### src/rtl/food_spawner.sv
// food_spawner: picks a free playfield cell for the snake's food.
// Random candidates come from the 5-bit LFSR stream by rejection sampling and
// are checked against the snake body through an occupancy request/ack handshake.
// After MAX_TRIES occupied candidates, a row-major linear scan takes over.
// If the scan finds every cell occupied, the block parks in FULL until reset.
module food_spawner #(
    parameter int GRID_W    = 32,
    parameter int GRID_H    = 24,
    parameter int MAX_TRIES = 8
) (
    input  logic       clk,
    input  logic       rst,
    input  logic [4:0] rnd,
    input  logic       spawn,
    output logic       occ_req,
    output logic [4:0] occ_x,
    output logic [4:0] occ_y,
    input  logic       occ_ack,
    input  logic       occ_hit,
    output logic [4:0] food_x,
    output logic [4:0] food_y,
    output logic       food_valid,
    output logic       busy,
    output logic       board_full
);

    localparam logic [2:0] S_IDLE   = 3'd0;
    localparam logic [2:0] S_DRAW_X = 3'd1;
    localparam logic [2:0] S_DRAW_Y = 3'd2;
    localparam logic [2:0] S_CHECK  = 3'd3;
    localparam logic [2:0] S_SCAN   = 3'd4;
    localparam logic [2:0] S_FULL   = 3'd5;

    // Bounds are widened by one bit so GRID_W/GRID_H = 32 still compare correctly.
    localparam logic [5:0]  W_LIM  = 6'(GRID_W);
    localparam logic [5:0]  H_LIM  = 6'(GRID_H);
    localparam logic [4:0]  X_LAST = 5'(GRID_W - 1);
    localparam logic [4:0]  Y_LAST = 5'(GRID_H - 1);
    localparam logic [10:0] CELLS  = 11'(GRID_W * GRID_H);
    localparam logic [8:0]  TRIES  = 9'(MAX_TRIES);

    logic [2:0]  state, state_d;
    logic [4:0]  cand_x, cand_y;
    logic [4:0]  nxt_x, nxt_y;
    logic [7:0]  try_cnt;
    logic [9:0]  scan_cnt;
    logic [8:0]  tries_inc;
    logic [10:0] scan_inc;

    logic x_ok, y_ok;
    logic in_query;      // CHECK or SCAN: states that talk to the occupancy table
    logic issue;         // first cycle of a query: load coordinates, raise occ_req
    logic hit_ack, free_ack;
    logic retry, to_scan, scan_step, scan_done, commit;

    assign x_ok      = {1'b0, rnd} < W_LIM;
    assign y_ok      = {1'b0, rnd} < H_LIM;
    assign tries_inc = {1'b0, try_cnt} + 9'd1;
    assign scan_inc  = {1'b0, scan_cnt} + 11'd1;

    // An ack only counts while a query is actually outstanding.
    assign in_query  = (state == S_CHECK) || (state == S_SCAN);
    assign issue     = in_query && !occ_req;
    assign hit_ack   = in_query && occ_req && occ_ack && occ_hit;
    assign free_ack  = in_query && occ_req && occ_ack && !occ_hit;
    assign commit    = free_ack;
    assign retry     = (state == S_CHECK) && hit_ack && (tries_inc < TRIES);
    assign to_scan   = (state == S_CHECK) && hit_ack && !(tries_inc < TRIES);
    assign scan_step = (state == S_SCAN) && hit_ack && (scan_inc != CELLS);
    assign scan_done = (state == S_SCAN) && hit_ack && (scan_inc == CELLS);

    // Row-major successor of the current candidate, wrapping at both edges.
    always_comb begin
        nxt_x = cand_x + 5'd1;
        nxt_y = cand_y;
        if (cand_x == X_LAST) begin
            nxt_x = 5'd0;
            nxt_y = (cand_y == Y_LAST) ? 5'd0 : cand_y + 5'd1;
        end
    end

    // Next-state selection.
    always_comb begin
        state_d = state;
        case (state)
            S_IDLE:   if (spawn) state_d = S_DRAW_X;
            S_DRAW_X: if (x_ok)  state_d = S_DRAW_Y;
            S_DRAW_Y: if (y_ok)  state_d = S_CHECK;
            S_CHECK: begin
                if (commit)       state_d = S_IDLE;
                else if (retry)   state_d = S_DRAW_X;
                else if (to_scan) state_d = S_SCAN;
            end
            S_SCAN: begin
                if (commit)         state_d = S_IDLE;
                else if (scan_done) state_d = S_FULL;
            end
            S_FULL:   state_d = S_FULL;
            default:  state_d = S_IDLE;
        endcase
    end

    // State register and busy flag; reset lands in DRAW_X so food appears unprompted.
    always_ff @(posedge clk) begin
        if (rst) begin
            state <= S_DRAW_X;
            busy  <= 1'b0;
        end else begin
            state <= state_d;
            busy  <= (state_d != S_IDLE) && (state_d != S_FULL);
        end
    end

    // Candidate latching from the random stream and scan advance.
    always_ff @(posedge clk) begin
        if (rst) begin
            cand_x <= 5'd0;
            cand_y <= 5'd0;
        end else if (state == S_DRAW_X && x_ok) begin
            cand_x <= rnd;
        end else if (state == S_DRAW_Y && y_ok) begin
            cand_y <= rnd;
        end else if (to_scan || scan_step) begin
            cand_x <= nxt_x;
            cand_y <= nxt_y;
        end
    end

    // Try and scan counters.
    always_ff @(posedge clk) begin
        if (rst) begin
            try_cnt  <= 8'd0;
            scan_cnt <= 10'd0;
        end else begin
            if (state == S_IDLE && spawn)
                try_cnt <= 8'd0;
            else if (retry || to_scan)
                try_cnt <= tries_inc[7:0];
            if (to_scan)
                scan_cnt <= 10'd0;
            else if (scan_step)
                scan_cnt <= scan_inc[9:0];
        end
    end

    // Occupancy query port: coordinates stay put until the ack; in SCAN a hit
    // rolls straight into the next cell without dropping occ_req.
    always_ff @(posedge clk) begin
        if (rst) begin
            occ_req <= 1'b0;
            occ_x   <= 5'd0;
            occ_y   <= 5'd0;
        end else if (issue) begin
            occ_req <= 1'b1;
            occ_x   <= cand_x;
            occ_y   <= cand_y;
        end else if (scan_step) begin
            occ_x   <= nxt_x;
            occ_y   <= nxt_y;
        end else if (commit || retry || to_scan || scan_done) begin
            occ_req <= 1'b0;
        end
    end

    // Committed food cell and the sticky board-full flag.
    always_ff @(posedge clk) begin
        if (rst) begin
            food_x     <= 5'd0;
            food_y     <= 5'd0;
            food_valid <= 1'b0;
            board_full <= 1'b0;
        end else begin
            if (state == S_IDLE && spawn)
                food_valid <= 1'b0;
            else if (commit) begin
                food_x     <= cand_x;
                food_y     <= cand_y;
                food_valid <= 1'b1;
            end
            if (scan_done)
                board_full <= 1'b1;
        end
    end

endmodule

### config.mk
export PLATFORM = sky130hd
export DESIGN_NAME = food_spawner
export DESIGN_NICKNAME = d
export VERILOG_FILES = /design/src/rtl/food_spawner.sv
export SDC_FILE = /design/constraint.sdc
export NUM_CORES = 1
export LEC_CHECK = 0
export CAP_MARGIN = 25
export CORE_UTILIZATION = 35
export DETAILED_ROUTE_END_ITERATION = 10
export PLACE_DENSITY = 0.56
export SLEW_MARGIN = 25
export SYNTH_ARGS = -nofsm -noshare
export SYNTH_HDL_FRONTEND = slang
export SYNTH_SLANG_ARGS = --single-unit
### constraint.sdc
create_clock -name clk -period 4.9 [get_ports clk]
set_clock_uncertainty 0.1 [all_clocks]
set_input_delay 0.98 -clock clk [delete_from_list [all_inputs] [get_ports clk]]
set_output_delay 0.98 -clock clk [all_outputs]
set_load 0.05 [all_outputs]
==> metrics.md <==
| Metric | Value |
|---|---|
| CTS tree | `done` |
| CP delay by family, top | `simple AND/OR/NAND/NOR gates` |
| Fillers | `791` |
| Worst skew pair latency | `320 ps` |
| Synth area leader | `dfxtp_1` |
| Met3 WL | `between 200 and 250 microns` |
| Vias/cell | `5.132` |
| CP max FO | `17` |
| Post-CTS Setup Bufs | `0` |
| WL final | `~6400 microns` |
| DRT Pass-1 Iters | `4` |
| Post-synth top area share | `between 30% and 40%` |
| DRT antenna net count | `0` |
| Post-synth top cells | `nor2_1 (58), dfxtp_1 (55), mux2i_1 (27)` |
| Leak Pwr | `approximately 1.3 nW` |
| Most common cell in the netlist | `nor2_1` |
| Wirelength per Cell | `14.34 microns` |
| Final HPWL from detailed placement | `4466 microns` |
| Met2 routed WL | `2833 microns` |
| Root Buffer Master | `clkbuf_8` |
| Synth async-reset ratio | `0%` |
| Yosys cell types | `50` |
| Slowest CP cell | `nand2_1` |
| Multi-input gate area | `1622 sq um` |
| Synth Net Count | `334` |
| Sequential share of the synthesized area | `approximately 39%` |
| P_int | `625.6 uW` |
| N_diodes | `0` |
| Final number of setup-violating endpoints | `0` |
| Fmax | `0.3348 GHz` |
| Crit path buf inv count | `0` |
| Hold Buf Count CTS | `0` |
| Clk sinks | `55` |
| Final slew viol count | `0` |
| Pwr dens | `274.4 nW/um^2` |
| 1st-iter DRT viols | `81` |
| Pin count of the biggest net entering global routing | `39` |
| Setup repair after global routing missed its margin | `false` |
| Total power | `903.2 uW` |
| GR Overflow Total | `0` |
| Core ar. | `a little under 8000 sq um` |
| GPL Wtd Cong | `0.7801` |
| # nets final | `360` |
| Crit-path cells | `ha_1 > and4_1 > and3_1 > o211a_1 > o2111ai_4 > nand2_1 > mux2i_1 > a211oi_1` |
| Worst-path clk slew | `110 ps` |
| Met1 WL | `approximately 3300 microns` |
| CP Capture Type | `flop` |
| Post-Synthesis Cell Area | `2803 sq um` |
| DR top layer | `met4` |
| CP Data Required Time | `5050 ps` |
| Die X | `91.49 microns` |
| Total of max-cap violations | `0` |
| Vias in the first global route | `between 2k and 2.5k` |
| Port Buffers | `33` |
| CTS Buf Count | `5` |
| Site Rows | `32` |
| CTS Buffer Depth | `2` |
| #FFs+latches synth | `55` |
| Sw power | `277.6 uW` |
| Slew @ Worst Pin | `737.9 ps` |
| Remaining DRCs | `0` |
| Ys Warns | `0` |
| Worst Path Arrival | `between 3000 and 4000 ps` |
| Initial Util | `~36%` |
| Resized cells post-CTS | `0` |
| H-tree depth | `2` |
| Hold Fails Final Rpt | `0` |
| Die ar. | `8370 sq um` |
| Synthesized instance count | `319` |
| Worst VDD drop | `roughly 0.00012 V` |
| Sum Neg Setup Slack | `0 ps` |
| Vias | `2299` |
| Startpoint types | `flop` |
| Syn_area_per_cell | `8.786 sq um` |
| HP Class | `flop to flop` |
| Period minus WS final | `2987 ps` |
| First-pass GRT wire length | `10850 microns` |
| Num ports | `34` |
| Combinational cell fraction of total power | `roughly 17%` |
| All-Layer GR Usage | `16.11%` |
| Layout cells sized above 1 | `6.069%` |
| Initial antenna violation count | `0` |
| Post-synth EDFFs | `0` |
| Crit Path Class | `flop to flop` |
| Main synth FF type | `dfxtp_1` |
| Worst slew slack as a fraction of its limit | `between 50% and 60%` |
| Register Area | `approximately 1100 sq um` |
| Largest cells by area after synthesis | `dfxtp_1 (39%), mux2i_1 (9.6%), nor2_1 (7.8%), xor2_1 (5.0%), nand3_1 (2.9%)` |
| Clock share of power | `28.5%` |
| WHS | `376.1 ps` |
| Area Growth Syn to Fin | `17.46%` |
| Sequential Power Share | `a little over half` |
| Run status | `completed` |
| Part of the cycle the worst path needs | `60.96%` |
| Die span in y | `slightly above 90 microns` |
| Sw frac | `30.73%` |
| Max incr delay on CP | `550 ps` |
[worst reg2reg max path, stage by stage (launching register included)]
cell       delay, ps
dfxtp_1          360
ha_1             230
and4_1           260
and3_1           190
o211a_1          260
o2111ai_4        490
nand2_1          550
mux2i_1          240
a211oi_1         240
[metrics by stage]
stage,setup WS [ps],utilization (%),instance area (sq um),instances
after CTS,1866,42.60,3292,448
after detailed placement,1676,41.45,3203,440
after floorplan,2425,-,2803,319
final,1913,42.60,3292,448
after global routing,1676,42.60,3292,448
after global placement,1745,41.45,3203,440
[path summary, 6_finish.rpt]
check / startpoint / end / slack (ps) / depth (start not counted)
worst min register to register: food_valid / food_valid / 380 / 2
worst min-delay path: food_valid / food_valid / 380 / 2
worst max-delay path: scan_cnt[0] / occ_x[2] / 1910 / 8
worst max register to register: scan_cnt[0] / occ_x[2] / 1910 / 8
[layout by cell type, fill, tap and decap left out, types with 2 or more instances in the layout]
| cell | count |
|---|---|
| nor2_1 | 58 |
| buf_4 | 2 |
| and4_1 | 2 |
| a31oi_1 | 3 |
| a211oi_1 | 9 |
| ha_1 | 5 |
| nand2_1 | 21 |
| nand4_1 | 5 |
| clkinvlp_4 | 2 |
| xor2_1 | 16 |
| a311oi_1 | 3 |
| o21ai_0 | 4 |
| dfxtp_1 | 55 |
| nor3_1 | 4 |
| and2_1 | 3 |
| a21oi_1 | 10 |
| o21ai_1 | 3 |
| mux2i_1 | 27 |
| or3_1 | 2 |
| nor3b_1 | 3 |
| xnor2_1 | 6 |
| clkbuf_8 | 5 |
| o211ai_1 | 2 |
| nand3_1 | 16 |
| a211o_1 | 3 |
| a21o_1 | 3 |
| inv_1 | 2 |
| clkdlybuf4s50_1 | 33 |
| and3_1 | 5 |
| o22ai_1 | 4 |
| nand2b_1 | 9 |
[layer usage]
layer  vias up  track usage (%)
li1       1178                -
met1      1077            21.81
met2        36            26.00
met3         8            2.848
met4         0            4.762
met5         -                0
[power groups by stage]
stage,clock (mW),combinational (mW),sequential [mW]
finish,0.257,0.156,0.490
global route,0.283,0.169,0.494
CTS,0.267,0.156,0.490
detailed placement,0,0.155,0.501
global placement,0,0.155,0.501
floorplan,0,0.0782,0.527
[cell families (layout without fill, tap and decap cells)]
family                   count (synthesis)  after routing  synth area share (%)
AND/OR/NAND/NOR                        137            137                 23.75
flip-flops                              55             55                 39.29
AO/OA/AOI/OAI                           54             54                 14.96
multiplexers                            28             28                 10.04
XOR/XNOR                                22             22                 6.875
buffers and inverters                   18             45                 2.857
adder cells (fa/ha/maj)                  5              5                 2.232
[final cells by class]
| class | count | area share (%) |
|---|---|---|
| clock buffer | 5 | 2.090 |
| sequential | 55 | 33.45 |
| inverter | 2 | 0.2280 |
| multi-input combinational | 246 | 49.26 |
| tap | 102 | 3.877 |
| clock inverter | 3 | 0.6081 |
| timing repair buffer | 35 | 10.49 |
[state kept, by name, summed over array words and instances, names as in the netlist]
signal and count:
food_valid 1, occ_y 5, state 3, cand_x 5, busy 1, try_cnt 8, occ_req 1, occ_x 5
food_y 5, scan_cnt 10, food_x 5, board_full 1, cand_y 5
Power figures use the tool's default switching activity.
